===== src/rtl/watch_set_fsm_pkg.sv =====
// Shared types for the watch time-setting sequencer: state enum, field codes
// and the MODE-button state sequence.
package watch_pkg;

   typedef enum logic [1:0] {
      RUN      = 2'd0,
      SET_SEC  = 2'd1,
      SET_MIN  = 2'd2,
      SET_HOUR = 2'd3
   } state_t;

   localparam logic [1:0] FIELD_NONE = 2'd0;
   localparam logic [1:0] FIELD_SEC  = 2'd1;
   localparam logic [1:0] FIELD_MIN  = 2'd2;
   localparam logic [1:0] FIELD_HOUR = 2'd3;

   // MODE walks hour -> minute -> second -> back to running
   function automatic state_t next_mode(input state_t s);
      state_t r;
      r = RUN;
      case (s)
         RUN:      r = SET_HOUR;
         SET_HOUR: r = SET_MIN;
         SET_MIN:  r = SET_SEC;
         SET_SEC:  r = RUN;
      endcase
      return r;
   endfunction

   function automatic logic [1:0] field_of(input state_t s);
      logic [1:0] f;
      f = FIELD_NONE;
      case (s)
         RUN:      f = FIELD_NONE;
         SET_SEC:  f = FIELD_SEC;
         SET_MIN:  f = FIELD_MIN;
         SET_HOUR: f = FIELD_HOUR;
      endcase
      return f;
   endfunction

endpackage


===== src/rtl/watch_set_fsm_if.sv =====
// Button-in / adjust-pulse-out bundle between the debouncers, the setting
// sequencer and the watch counter datapath.
interface watch_set_fsm_if;
   logic       en;
   logic       btn_mode;
   logic       btn_inc;
   logic       tick_sec;
   logic       tick_min;
   logic       tick_hour;
   logic [1:0] field;
   logic       setting;
   logic       blink;

   modport master (
      output en, btn_mode, btn_inc,
      input  tick_sec, tick_min, tick_hour, field, setting, blink
   );

   modport slave (
      input  en, btn_mode, btn_inc,
      output tick_sec, tick_min, tick_hour, field, setting, blink
   );
endinterface


===== src/rtl/watch_set_fsm_ms_tick_gen.sv =====
// Millisecond prescaler: one-cycle ms_tick every DIV clocks, phase restarted
// synchronously so the first tick lands exactly DIV cycles after a restart.
module ms_tick_gen #(
   parameter int DIV = 100_000
) (
   input  logic clk,
   input  logic reset,
   input  logic restart,
   output logic ms_tick
);

   localparam int W = (DIV > 1) ? $clog2(DIV) : 1;

   logic [W-1:0] cnt;

   always_ff @(posedge clk or posedge reset) begin
      if (reset)
         cnt <= '0;
      else if (restart || cnt == W'(DIV - 1))
         cnt <= '0;
      else
         cnt <= cnt + 1'b1;
   end

   assign ms_tick = !restart && (cnt == W'(DIV - 1));

endmodule


===== src/rtl/watch_set_fsm.sv =====
// Time-setting sequencer: MODE/INC buttons to hour/min/sec adjust pulses with
// inactivity timeout and blink; hold-to-repeat only when WATCH_SET_AUTOREPEAT_EN is defined.
module watch_set_fsm
   import watch_pkg::*;
#(
   parameter int CLK_HZ     = 100_000_000,
   parameter int HOLD_MS    = 500,
   parameter int REPEAT_MS  = 100,
   parameter int TIMEOUT_MS = 10_000,
   parameter int BLINK_MS   = 250
) (
   input  logic           clk,
   input  logic           reset,
   watch_set_fsm_if.slave bus
);

   localparam int DIV  = CLK_HZ / 1000;
   localparam int TO_W = $clog2(TIMEOUT_MS + 1);
   localparam int BL_W = $clog2(BLINK_MS + 1);

   state_t     state, state_next;
   logic       mode_prev, inc_prev, armed;
   logic       mode_edge, inc_edge, any_edge;
   logic       ms_tick;
   logic       inc_pulse, repeat_fire, fire, timeout_hit;
   logic [TO_W-1:0] to_cnt;
   logic [BL_W-1:0] blink_cnt;
   logic       tick_sec_q, tick_min_q, tick_hour_q, setting_q, blink_q;
   logic [1:0] field_q;

   // A button held through reset must be released before it can count as an edge
   assign mode_edge = armed && bus.btn_mode && !mode_prev;
   assign inc_edge  = armed && bus.btn_inc  && !inc_prev;
   assign any_edge  = mode_edge || inc_edge;

   always_ff @(posedge clk or posedge reset) begin
      if (reset) begin
         mode_prev <= 1'b0;
         inc_prev  <= 1'b0;
         armed     <= 1'b0;
      end else begin
         mode_prev <= bus.btn_mode;
         inc_prev  <= bus.btn_inc;
         armed     <= armed || (!bus.btn_mode && !bus.btn_inc);
      end
   end

   ms_tick_gen #(.DIV(DIV)) u_ms_tick (
      .clk     (clk),
      .reset   (reset),
      .restart (any_edge),
      .ms_tick (ms_tick)
   );

`ifdef WATCH_SET_AUTOREPEAT_EN
   localparam int REP_MAX = (HOLD_MS > REPEAT_MS) ? HOLD_MS : REPEAT_MS;
   localparam int REP_W   = $clog2(REP_MAX + 1);

   logic             rep_active, rep_first;
   logic [REP_W-1:0] rep_cnt, rep_target;

   assign rep_target = rep_first ? REP_W'(HOLD_MS - 1) : REP_W'(REPEAT_MS - 1);

   // Repeat is armed only by a fresh INC edge and dies on release, MODE or leaving the state
   always_ff @(posedge clk or posedge reset) begin
      if (reset) begin
         rep_active <= 1'b0;
         rep_first  <= 1'b0;
         rep_cnt    <= '0;
      end else if (inc_pulse) begin
         rep_active <= 1'b1;
         rep_first  <= 1'b1;
         rep_cnt    <= '0;
      end else if (!bus.en || mode_edge || !bus.btn_inc || state_next != state) begin
         rep_active <= 1'b0;
         rep_first  <= 1'b0;
         rep_cnt    <= '0;
      end else if (rep_active && ms_tick) begin
         if (rep_cnt == rep_target) begin
            rep_cnt   <= '0;
            rep_first <= 1'b0;
         end else if (rep_cnt != REP_W'(REP_MAX)) begin
            rep_cnt <= rep_cnt + 1'b1;
         end
      end
   end
`else
   localparam int repeat_cfg_unused = HOLD_MS + REPEAT_MS;
`endif

   always_ff @(posedge clk or posedge reset) begin
      if (reset)
         state <= RUN;
      else
         state <= state_next;
   end

   // Priority: en low, then MODE, then timeout; INC never changes state
   always_comb begin
      state_next  = state;
      inc_pulse   = 1'b0;
      repeat_fire = 1'b0;
      timeout_hit = (state != RUN) && ms_tick && !any_edge && !bus.btn_inc &&
                    (to_cnt == TO_W'(TIMEOUT_MS - 1));
      if (!bus.en)
         state_next = RUN;
      else if (mode_edge)
         state_next = next_mode(state);
      else if (timeout_hit)
         state_next = RUN;
      inc_pulse = bus.en && inc_edge && !mode_edge && (state != RUN);
`ifdef WATCH_SET_AUTOREPEAT_EN
      repeat_fire = bus.en && rep_active && bus.btn_inc && !mode_edge && ms_tick &&
                    (rep_cnt == rep_target);
`endif
      fire = inc_pulse || repeat_fire;
   end

   // Inactivity counter saturates at TIMEOUT_MS so it cannot wrap while idle in RUN
   always_ff @(posedge clk or posedge reset) begin
      if (reset)
         to_cnt <= '0;
      else if (!bus.en || any_edge || bus.btn_inc)
         to_cnt <= '0;
      else if (ms_tick && to_cnt != TO_W'(TIMEOUT_MS))
         to_cnt <= to_cnt + 1'b1;
   end

   always_ff @(posedge clk or posedge reset) begin
      if (reset) begin
         blink_q   <= 1'b0;
         blink_cnt <= '0;
      end else if (state_next == RUN) begin
         blink_q   <= 1'b0;
         blink_cnt <= '0;
      end else if (state_next != state) begin
         blink_q   <= 1'b1;
         blink_cnt <= '0;
      end else if (ms_tick) begin
         if (blink_cnt == BL_W'(BLINK_MS - 1)) begin
            blink_q   <= !blink_q;
            blink_cnt <= '0;
         end else begin
            blink_cnt <= blink_cnt + 1'b1;
         end
      end
   end

   always_ff @(posedge clk or posedge reset) begin
      if (reset) begin
         tick_sec_q  <= 1'b0;
         tick_min_q  <= 1'b0;
         tick_hour_q <= 1'b0;
         field_q     <= FIELD_NONE;
         setting_q   <= 1'b0;
      end else begin
         tick_sec_q  <= fire && (state == SET_SEC);
         tick_min_q  <= fire && (state == SET_MIN);
         tick_hour_q <= fire && (state == SET_HOUR);
         field_q     <= field_of(state_next);
         setting_q   <= (state_next != RUN);
      end
   end

   assign bus.tick_sec  = tick_sec_q;
   assign bus.tick_min  = tick_min_q;
   assign bus.tick_hour = tick_hour_q;
   assign bus.field     = field_q;
   assign bus.setting   = setting_q;
   assign bus.blink     = blink_q;

endmodule


===== src/flat_wrapper.sv =====
// flat-port wrapper written by rule: the top's interface ports become plain ports
module watch_set_fsm_flat import watch_pkg::*;
#(
   parameter int CLK_HZ     = 100_000_000,
   parameter int HOLD_MS    = 500,
   parameter int REPEAT_MS  = 100,
   parameter int TIMEOUT_MS = 10_000,
   parameter int BLINK_MS   = 250
)
  (clk, reset, bus_en, bus_btn_mode, bus_btn_inc, bus_tick_sec, bus_tick_min, bus_tick_hour, bus_field, bus_setting, bus_blink);
  watch_set_fsm_if bus_i ();
  input  logic clk;
  input  logic reset;
  input wire logic [$bits(bus_i.en)-1:0] bus_en;
  input wire logic [$bits(bus_i.btn_mode)-1:0] bus_btn_mode;
  input wire logic [$bits(bus_i.btn_inc)-1:0] bus_btn_inc;
  output wire logic [$bits(bus_i.tick_sec)-1:0] bus_tick_sec;
  output wire logic [$bits(bus_i.tick_min)-1:0] bus_tick_min;
  output wire logic [$bits(bus_i.tick_hour)-1:0] bus_tick_hour;
  output wire logic [$bits(bus_i.field)-1:0] bus_field;
  output wire logic [$bits(bus_i.setting)-1:0] bus_setting;
  output wire logic [$bits(bus_i.blink)-1:0] bus_blink;
  assign bus_i.en = bus_en;
  assign bus_i.btn_mode = bus_btn_mode;
  assign bus_i.btn_inc = bus_btn_inc;
  assign bus_tick_sec = bus_i.tick_sec;
  assign bus_tick_min = bus_i.tick_min;
  assign bus_tick_hour = bus_i.tick_hour;
  assign bus_field = bus_i.field;
  assign bus_setting = bus_i.setting;
  assign bus_blink = bus_i.blink;
  watch_set_fsm #(.CLK_HZ(CLK_HZ), .HOLD_MS(HOLD_MS), .REPEAT_MS(REPEAT_MS), .TIMEOUT_MS(TIMEOUT_MS), .BLINK_MS(BLINK_MS)) u_core (.clk(clk), .reset(reset), .bus(bus_i));
endmodule

===== config.mk =====
export PLATFORM = sky130hd
export DESIGN_NAME = watch_set_fsm_flat
export DESIGN_NICKNAME = d
export VERILOG_FILES = /design/src/rtl/watch_set_fsm_pkg.sv /design/src/rtl/watch_set_fsm_if.sv /design/src/rtl/watch_set_fsm_ms_tick_gen.sv /design/src/rtl/watch_set_fsm.sv /design/src/flat_wrapper.sv
export SDC_FILE = /design/constraint.sdc
export NUM_CORES = 1
export LEC_CHECK = 0
export BUFFER_PORTS_ARGS = -buffer_cell sky130_fd_sc_hd__buf_2
export CORE_AREA = 2 2 100 54
export DETAILED_ROUTE_END_ITERATION = 6
export DIE_AREA = 0 0 102 56
export GPL_ROUTABILITY_DRIVEN = 1
export PLACE_DENSITY = 0.79
export REMOVE_ABC_BUFFERS = 1
export SYNTH_ARGS = -nofsm -noshare
export SYNTH_HDL_FRONTEND = slang
export SYNTH_HIERARCHICAL = 1
export SYNTH_SLANG_ARGS = --single-unit

===== constraint.sdc =====
create_clock -name clk -period 5.8 [get_ports clk]
set_clock_uncertainty 0.2 [all_clocks]
set_input_delay 0.29 -clock clk [delete_from_list [all_inputs] [get_ports clk]]
set_output_delay 0.29 -clock clk [all_outputs]
set_load 0.005 [all_outputs]

==> results.md, run 1 <==
- Share of the yosys chip area belonging to registers: 46.1%
- Total GRT Usage: 21.5%
- Initial antenna violation count: 0
- Number of different library cells in the post-synthesis netlist: 48
- Most frequent cells in the layout: sky130_fd_sc_hd__nor2_1, sky130_fd_sc_hd__dfrtp_1, sky130_fd_sc_hd__nand2_1, sky130_fd_sc_hd__inv_1
- Kind of critical path: reg -> reg
- DR vias/cell: 5.76
- Leak Pwr: 1.24 nW
- Vert. Die Dim: 56 um
- Core footprint: 4770 um2
- Pins Over Slew Limit: 0
- Remaining global-route overflow: 0
- Maximum Capacitance Violations: 0
- CTS Buf Count: 5
- Clock tree buffer depth: 2
- Drt first-iter violations: 162
- Detailed Route WL: 5610 um
- Final-report hold violation count: 0
- Seq cells post-synth: 50
- CP Data Required Time: 5.79 ns
- CP Buf/Inv Count: 0
- Number of enable flip-flop cells after synthesis: 0
- Synth Warn #: 6
- Cell area after layout: 2970 um2
- I/O Buffers: 11
- Boundary pin count: 12
- Post-route minimum period: 3.47 ns
- Sum Neg Setup Slack: 0 ns
- Number of sinks handled by clock tree synthesis: 50
- Area added between synthesis and finish: 9.50%
- Die Wd: 102 um
- Total power: 0.673 mW
- Post-synthesis instance total: 293
- Detailed-placement wirelength estimate: 4020 um
- Vias in the first global route: 1881
- Transition time at the pin with the least slew margin: 0.795 ns
- Average detailed-routed wire length per instance: 14.8 um
- Clock tree from TritonCTS: built
- DRT Pass-1 Iters: 5
- CTS root buffer: sky130_fd_sc_hd__clkbuf_8
- Worst-case headroom to the max-slew limit: 46.8%
- Clock slew seen by the registers of the worst setup and hold paths: 0.09 ns
- Top_reg_cell synth: sky130_fd_sc_hd__dfrtp_1
- Final setup fails: 0
- Final net count: 323
- Maximum ir drop on the vdd rail: 0.148 mV
- Type of destination of the critical path: flip-flop
- Hold WS: 0.115 ns
- Via count: 2184
- Average size of a mapped cell: 9.26 um2
- Arrival time at the worst endpoint: 3.46 ns
- Biggest cell delay along the critical path: 0.64 ns
- Total die area: 5710 um2
- Clock Latency Late Sink: 0.31 ns
- Path type of the worst min-delay path: in -> reg
- Final worst path period share: 59.9%
- Type of element launching the critical path: flip-flop
- Category of cells accounting for the largest share of critical-path delay: simple AND/OR/NAND/NOR gates
- Number of antenna diodes: 0
- Most prevalent standard cell on the critical path: sky130_fd_sc_hd__nand4_1
- Placer Congestion: 0.877
- Initial core utilization: 56.8%
- Commonest non-fill, non-tap cell in the layout: sky130_fd_sc_hd__nor2_1
- Maximum clock frequency: 288 MHz
- Maximum number of pins on one net before global-route repair: 34
- Antenna-violating nets left: 0
- Asr flop ratio synth: 100%
- Pwr dens: 226 nW/um2
- Result of the run: complete, no violations
- Netlist area before placement: 2710 um2
- Number of design rule violations left after detail routing: 0
- # rows: 18
- Series of cell instances along the critical path: ha_1, and4_4, nand4_1, nor2_1, nand4_2, or4_1, or3_4, nand4_1, nor3_1
- Setup repair after global routing missed its margin: false
- Total cell area at the placement stage: 2830 um2
- Deepest level of the CTS H-tree: 2
- Share of the core filled with cells: 62.2%
- Maximum fanout count along the critical path: 13
- Proportion of layout cells with a drive suffix above 1: 8.09%
- Crit-path slowest cell: sky130_fd_sc_hd__nor2_1
- First-pass GRT wire length: 9460 um
## state kept, by name, indices dropped and copies added (netlist names)
| signal | count |
|---|---|
| u_core/bus.tick_hour | 1 |
| u_core/armed | 1 |
| u_core/bus.blink | 1 |
| u_core/inc_prev | 1 |
| u_core/blink_cnt | 8 |
| u_core/bus.tick_sec | 1 |
| u_core/to_cnt | 14 |
| u_core/state | 1 |
| u_core/bus.tick_min | 1 |
| u_core/bus.setting | 1 |
| u_core/u_ms_tick/cnt | 17 |
| u_core/mode_prev | 1 |
| u_core/bus.field | 2 |
## power breakdown
group          leakage (nW)  switching [mW]  total, mW  internal, mW
sequential            0.683          0.0106      0.367         0.356
clock                0.0514           0.120      0.249         0.129
combinational         0.508          0.0369     0.0568        0.0199
total                  1.24           0.168      0.673         0.505
## cells by family after synthesis
group	after synthesis	synth area share [%]
flip-flops	50	46.1
buffers and inverters	23	3.41
adder cells (fa/ha/maj)	10	4.61
AO/OA/AOI/OAI	32	7.70
AND/OR/NAND/NOR	149	28.7
XOR/XNOR	27	8.71
multiplexers	2	0.784
## synth_stat cells, drive strengths merged, types with 3 or more instances
library cell | n | area [um2]
nand2 | 22 | 82.6
o21ai | 6 | 30.0
or4 | 3 | 22.5
dfrtp | 50 | 1250
nor2 | 51 | 191
and4 | 3 | 31.3
and3 | 5 | 31.3
nand2b | 4 | 25.0
nor4b | 3 | 26.3
buf | 3 | 17.5
xor2 | 15 | 131
a21oi | 9 | 45.0
nor3 | 9 | 45.0
nor2b | 3 | 18.8
nor4 | 3 | 18.8
or3 | 3 | 23.8
clkbuf | 4 | 15.0
o31ai | 3 | 22.5
a31oi | 3 | 18.8
inv | 16 | 60.1
nand4 | 13 | 87.6
nand3 | 15 | 75.1
ha | 10 | 125
xnor2 | 12 | 105
## worst register-to-register path, delay by kind of cell (launching register included)
kind | cells | cell delay, ns
flops | 1 | 0.43
fa+ha+maj | 1 | 0.25
simple gates | 8 | 2.48
## area by class of cell
| class | instances | area (um2) |
|---|---|---|
| multi-input cells | 220 | 1370 |
| flip-flops and latches | 50 | 1250 |
| fillers | 429 | 1800 |
| repair buffers | 15 | 92.6 |
| well taps | 70 | 87.6 |
| clock buffers | 6 | 72.6 |
| clock inverters | 2 | 37.5 |
| inverters | 16 | 60.1 |
## final timing paths
kind / start / end / slack, ns / cells after the start
worst max-delay path: u_core/u_ms_tick/cnt[0] / u_core/blink_cnt[6] / 2.33 / 9
worst min-delay path: bus_en / u_core/bus.field[0] / 0.11 / 2
worst max register to register: u_core/u_ms_tick/cnt[0] / u_core/blink_cnt[6] / 2.33 / 9
worst min register to register: u_core/u_ms_tick/cnt[0] / u_core/u_ms_tick/cnt[0] / 0.33 / 1
max in group asynchronous: reset / u_core/u_ms_tick/cnt[10] / 4.55 / 3
min in group asynchronous: reset / u_core/state[1] / 0.41 / 4
## what timing repair did
action | in CTS | in global routing
setup buffers | 0 | 0
hold buffers | 3 | 0
gates resized for setup | 0 | 0
endpoints found under the hold margin | 52 | 0
## metrics by stage
step                std cells  setup WS (ns)
finish                    379           2.33
global route              379           2.14
CTS                       379           2.35
detailed placement        368           2.36
global placement          368           2.50
floorplan                 286           2.78
## metal layers
metal  vias up  track usage [%]  routed length (um)
li1       1052                -                   -
met1      1049             36.5                3050
met2        73             25.6                2140
met3        10             4.90                 329
met4         0             7.62                  84
met5         -                0                   0
No activity file was read; power rests on OpenSTA's default activity.
==> inputs of run 2 (changes only) <==
--- a/config.mk
+++ b/config.mk
@@ -5,10 +5,11 @@
 export SDC_FILE = /design/constraint.sdc
 export NUM_CORES = 1
 export LEC_CHECK = 0
+export ABC_AREA = 1
 export BUFFER_PORTS_ARGS = -buffer_cell sky130_fd_sc_hd__buf_2
-export CORE_AREA = 2 2 100 54
+export CORE_AREA = 2 2 105 56
 export DETAILED_ROUTE_END_ITERATION = 6
-export DIE_AREA = 0 0 102 56
+export DIE_AREA = 0 0 107 58
 export GPL_ROUTABILITY_DRIVEN = 1
 export PLACE_DENSITY = 0.79
 export REMOVE_ABC_BUFFERS = 1
==> constraint.sdc (replaced) <==
create_clock -name clk -period 3.4 [get_ports clk]
set_clock_uncertainty 0.2 [all_clocks]
set_input_delay 0.17 -clock clk [delete_from_list [all_inputs] [get_ports clk]]
set_output_delay 0.17 -clock clk [all_outputs]
set_load 0.005 [all_outputs]
==> run 2 against run 1 <==
Compared with the run above:
- via count rose by 10%
- register-to-register slack got worse by 1.8 ns
- fmax rose by 21%
- total power rose by 60%
- critical endpoint is now u_core/blink_cnt[0]
- sequential cell count did not move
- cell area rose by 7.0%
- critical path type unchanged
- non-clock buffer count rose by 1
- final cell count rose by 22%
==> results.md, run 2 <==
- Cell area after layout: 3180 um2
- Capturing element of the worst setup path: u_core/blink_cnt[0]
- Vias in the first global route: 2217
- Most area-consuming cells after synthesis: sky130_fd_sc_hd__dfrtp_1, sky130_fd_sc_hd__nand2_1, sky130_fd_sc_hd__inv_1
- Start point of the critical path: u_core/u_ms_tick/cnt[14]
- Initial antenna violation count: 0
- Post-CTS repair timing setup buffer count: 0
- Number of design rule violations left after detail routing: 0
- Clock Latency Late Sink: 0.30 ns
- Number of different library cells in the post-synthesis netlist: 38
- Clock slew seen by the registers of the worst setup and hold paths: 0.09 ns
- CTS root buffer: sky130_fd_sc_hd__clkbuf_8
- Type of destination of the critical path: flip-flop
- Least setup slack across all paths after layout: 0.536 ns
- Path type of the worst min-delay path: in -> reg
- Post-synthesis instance total: 374
- Average size of a mapped cell: 7.94 um2
- Commonest non-fill, non-tap cell in the layout: sky130_fd_sc_hd__nand2_1
- Initial core utilization: 56.0%
- Clock tree from TritonCTS: built
- Proportion of layout cells with a drive suffix above 1: 16.4%
- Final worst path period share: 84.2%
- Via count: 2406
- Post-route minimum period: 2.86 ns
- Seq cells post-synth: 50
- Most repeated cell in the gate-level netlist after synthesis: sky130_fd_sc_hd__nand2_1
- First-pass GRT wire length: 10500 um
- Pins Over Slew Limit: 0
- Maximum number of pins on one net before global-route repair: 34
- Clock tree buffer depth: 2
- Count of non-filler cells in the finished layout: 464
- Setup repair after global routing missed its margin: false
- Netlist area before placement: 2970 um2
- Logic depth of the worst register-to-register path: 17
- Total die area: 6210 um2
- Vert. Die Dim: 58 um
- Registers with the most flip-flops: u_core/u_ms_tick/cnt x17, u_core/to_cnt x14, u_core/blink_cnt x8
- Worst-case headroom to the max-slew limit: 44.7%
- Remaining global-route overflow: 0
- Maximum clock frequency: 349 MHz
- Type of element launching the critical path: flip-flop
- Result of the run: complete, no violations
- DR vias/cell: 5.19
- Final setup fails: 0
- CTS Buf Count: 5
- Final-report hold violation count: 0
- Pwr dens: 339 nW/um2
- Flip-flop count of the largest register after layout: 17
- Asr flop ratio synth: 100%
- Largest register by flop count: u_core/u_ms_tick/cnt
- Boundary pin count: 12
- Area share of the leading cell type in the synthesized netlist: 42.2%
- Final net count: 406
- Kind of critical path: reg -> reg
- Core footprint: 5300 um2
- Maximum fanout count along the critical path: 11
- Top_reg_cell synth: sky130_fd_sc_hd__dfrtp_1
- I/O Buffers: 11
- Most numerous cell types in the synthesized netlist: sky130_fd_sc_hd__nand2_1, sky130_fd_sc_hd__inv_1, sky130_fd_sc_hd__dfrtp_1
- Most frequent cells in the layout: sky130_fd_sc_hd__nand2_1, sky130_fd_sc_hd__inv_1, sky130_fd_sc_hd__dfrtp_1, sky130_fd_sc_hd__nor2_1, sky130_fd_sc_hd__nand3_1
- Sum Neg Setup Slack: 0 ns
- Synth Warn #: 6
- R2r startpoint: u_core/u_ms_tick/cnt[14]
- Maximum Capacitance Violations: 0
- Deepest level of the CTS H-tree: 2
- Leak Pwr: 1.39 nW
- CP Data Required Time: 3.42 ns
- DRT Pass-1 Iters: 5
- Placer Congestion: 0.900
- FILL cells: 479
- Reg2Reg Setup Slack: 0.54 ns
- Cell taking the most area after synthesis: sky130_fd_sc_hd__dfrtp_1
- Arrival time at the worst endpoint: 2.88 ns
- End of the worst register-to-register path: u_core/blink_cnt[0]
- Area added between synthesis and finish: 7.12%
- Setup slack after placement: 0.589 ns
- Transition time at the pin with the least slew margin: 0.823 ns
- Drt first-iter violations: 182
- # placed instances: 454
- Die Wd: 107 um
- Detailed Route WL: 6220 um
- Average detailed-routed wire length per instance: 13.4 um
- Number of sinks handled by clock tree synthesis: 50
- Antenna-violating nets left: 0
- Share of the yosys chip area belonging to registers: 42.2%
- Number of enable flip-flop cells after synthesis: 0
- Hold WS: 0.113 ns
- Number of antenna diodes: 0
- Detailed-placement wirelength estimate: 4660 um
- # rows: 19
- Total cell area at the placement stage: 3070 um2
- Total GRT Usage: 22.1%
- Maximum ir drop on the vdd rail: 0.172 mV
[run 2: logic make-up after synthesis]
family	share of synthesized area (%)
and+or+nand+nor	32.8
buffers and inverters	9.65
DFF	42.2
AOI/OAI and AO/OA	7.67
xor gates and xnor gates	3.54
adders and majority gates	4.22
[run 2: repair_timing]
action / 4_1_cts / 5_1_grt
hold endpoints to repair: 53 / 0
resized for setup: 0 / 0
hold buffers: 3 / 0
[run 2: area by class of cell]
type | count | area [um2] | area share (%)
Multi-Input combinational cell | 258 | 1430 | 45.0
Sequential cell | 50 | 1250 | 39.4
Inverter | 60 | 228 | 7.16
Timing Repair Buffer | 16 | 100 | 3.15
Clock inverter | 2 | 10.0 | 0.315
Clock buffer | 5 | 68.8 | 2.16
Tap cell | 73 | 91.3 | 2.87
[run 2: stage by stage]
step           power [mW]  util, %
2_1_floorplan       0.719        -
3_3_place_gp        0.750     57.9
3_5_place_dp        0.754     57.9
4_1_cts              1.09     60.0
5_1_grt              1.13     60.0
6_report             1.08     60.0
[run 2: critical path, stage by stage (launching register included)]
cell                      delay, ns
sky130_fd_sc_hd__dfrtp_1       0.43
sky130_fd_sc_hd__nor2_1        0.11
sky130_fd_sc_hd__nand3_1       0.09
sky130_fd_sc_hd__nor2_1        0.19
sky130_fd_sc_hd__nand3_2       0.13
sky130_fd_sc_hd__nor2_1        0.24
sky130_fd_sc_hd__inv_4         0.08
sky130_fd_sc_hd__nor2_2        0.08
sky130_fd_sc_hd__nand3_1       0.08
sky130_fd_sc_hd__nor2_1        0.09
sky130_fd_sc_hd__nand2_1       0.08
sky130_fd_sc_hd__nand2_1       0.06
sky130_fd_sc_hd__nand2_1       0.06
sky130_fd_sc_hd__nand3_1       0.11
sky130_fd_sc_hd__nand2_2       0.09
sky130_fd_sc_hd__nor2_4        0.23
sky130_fd_sc_hd__nand3_2       0.23
sky130_fd_sc_hd__o21ai_1       0.21
[run 2: where the power goes]
group / total, mW / internal (mW) / switching (mW)
Sequential: 0.624 / 0.609 / 0.0148
Clock: 0.332 / 0.139 / 0.194
Combinational: 0.121 / 0.0383 / 0.0826
Total: 1.08 / 0.786 / 0.291
[run 2: worst min-delay path by stage]
stage	from	endpoint	slack [ns]	depth (start not counted)
after global placement	reset	u_core/to_cnt[12]	0.09	3
after detailed placement	reset	u_core/to_cnt[12]	0.10	3
after global routing	bus_en	u_core/state[1]	0.11	5
after CTS	bus_en	u_core/state[1]	0.09	5
final	bus_en	u_core/state[1]	0.11	5
after floorplan	reset	u_core/u_ms_tick/cnt[0]	-0.10	1
[run 2: layer usage]
| layer | global-route usage (%) | routed length (um) | up-vias |
|---|---|---|---|
| met3 | 4.50 | 386 | 4 |
| met5 | 0 | 0 | - |
| li1 | - | - | 1220 |
| met4 | 6.86 | 51 | 0 |
| met1 | 34.4 | 3330 | 1108 |
| met2 | 31.1 | 2450 | 74 |
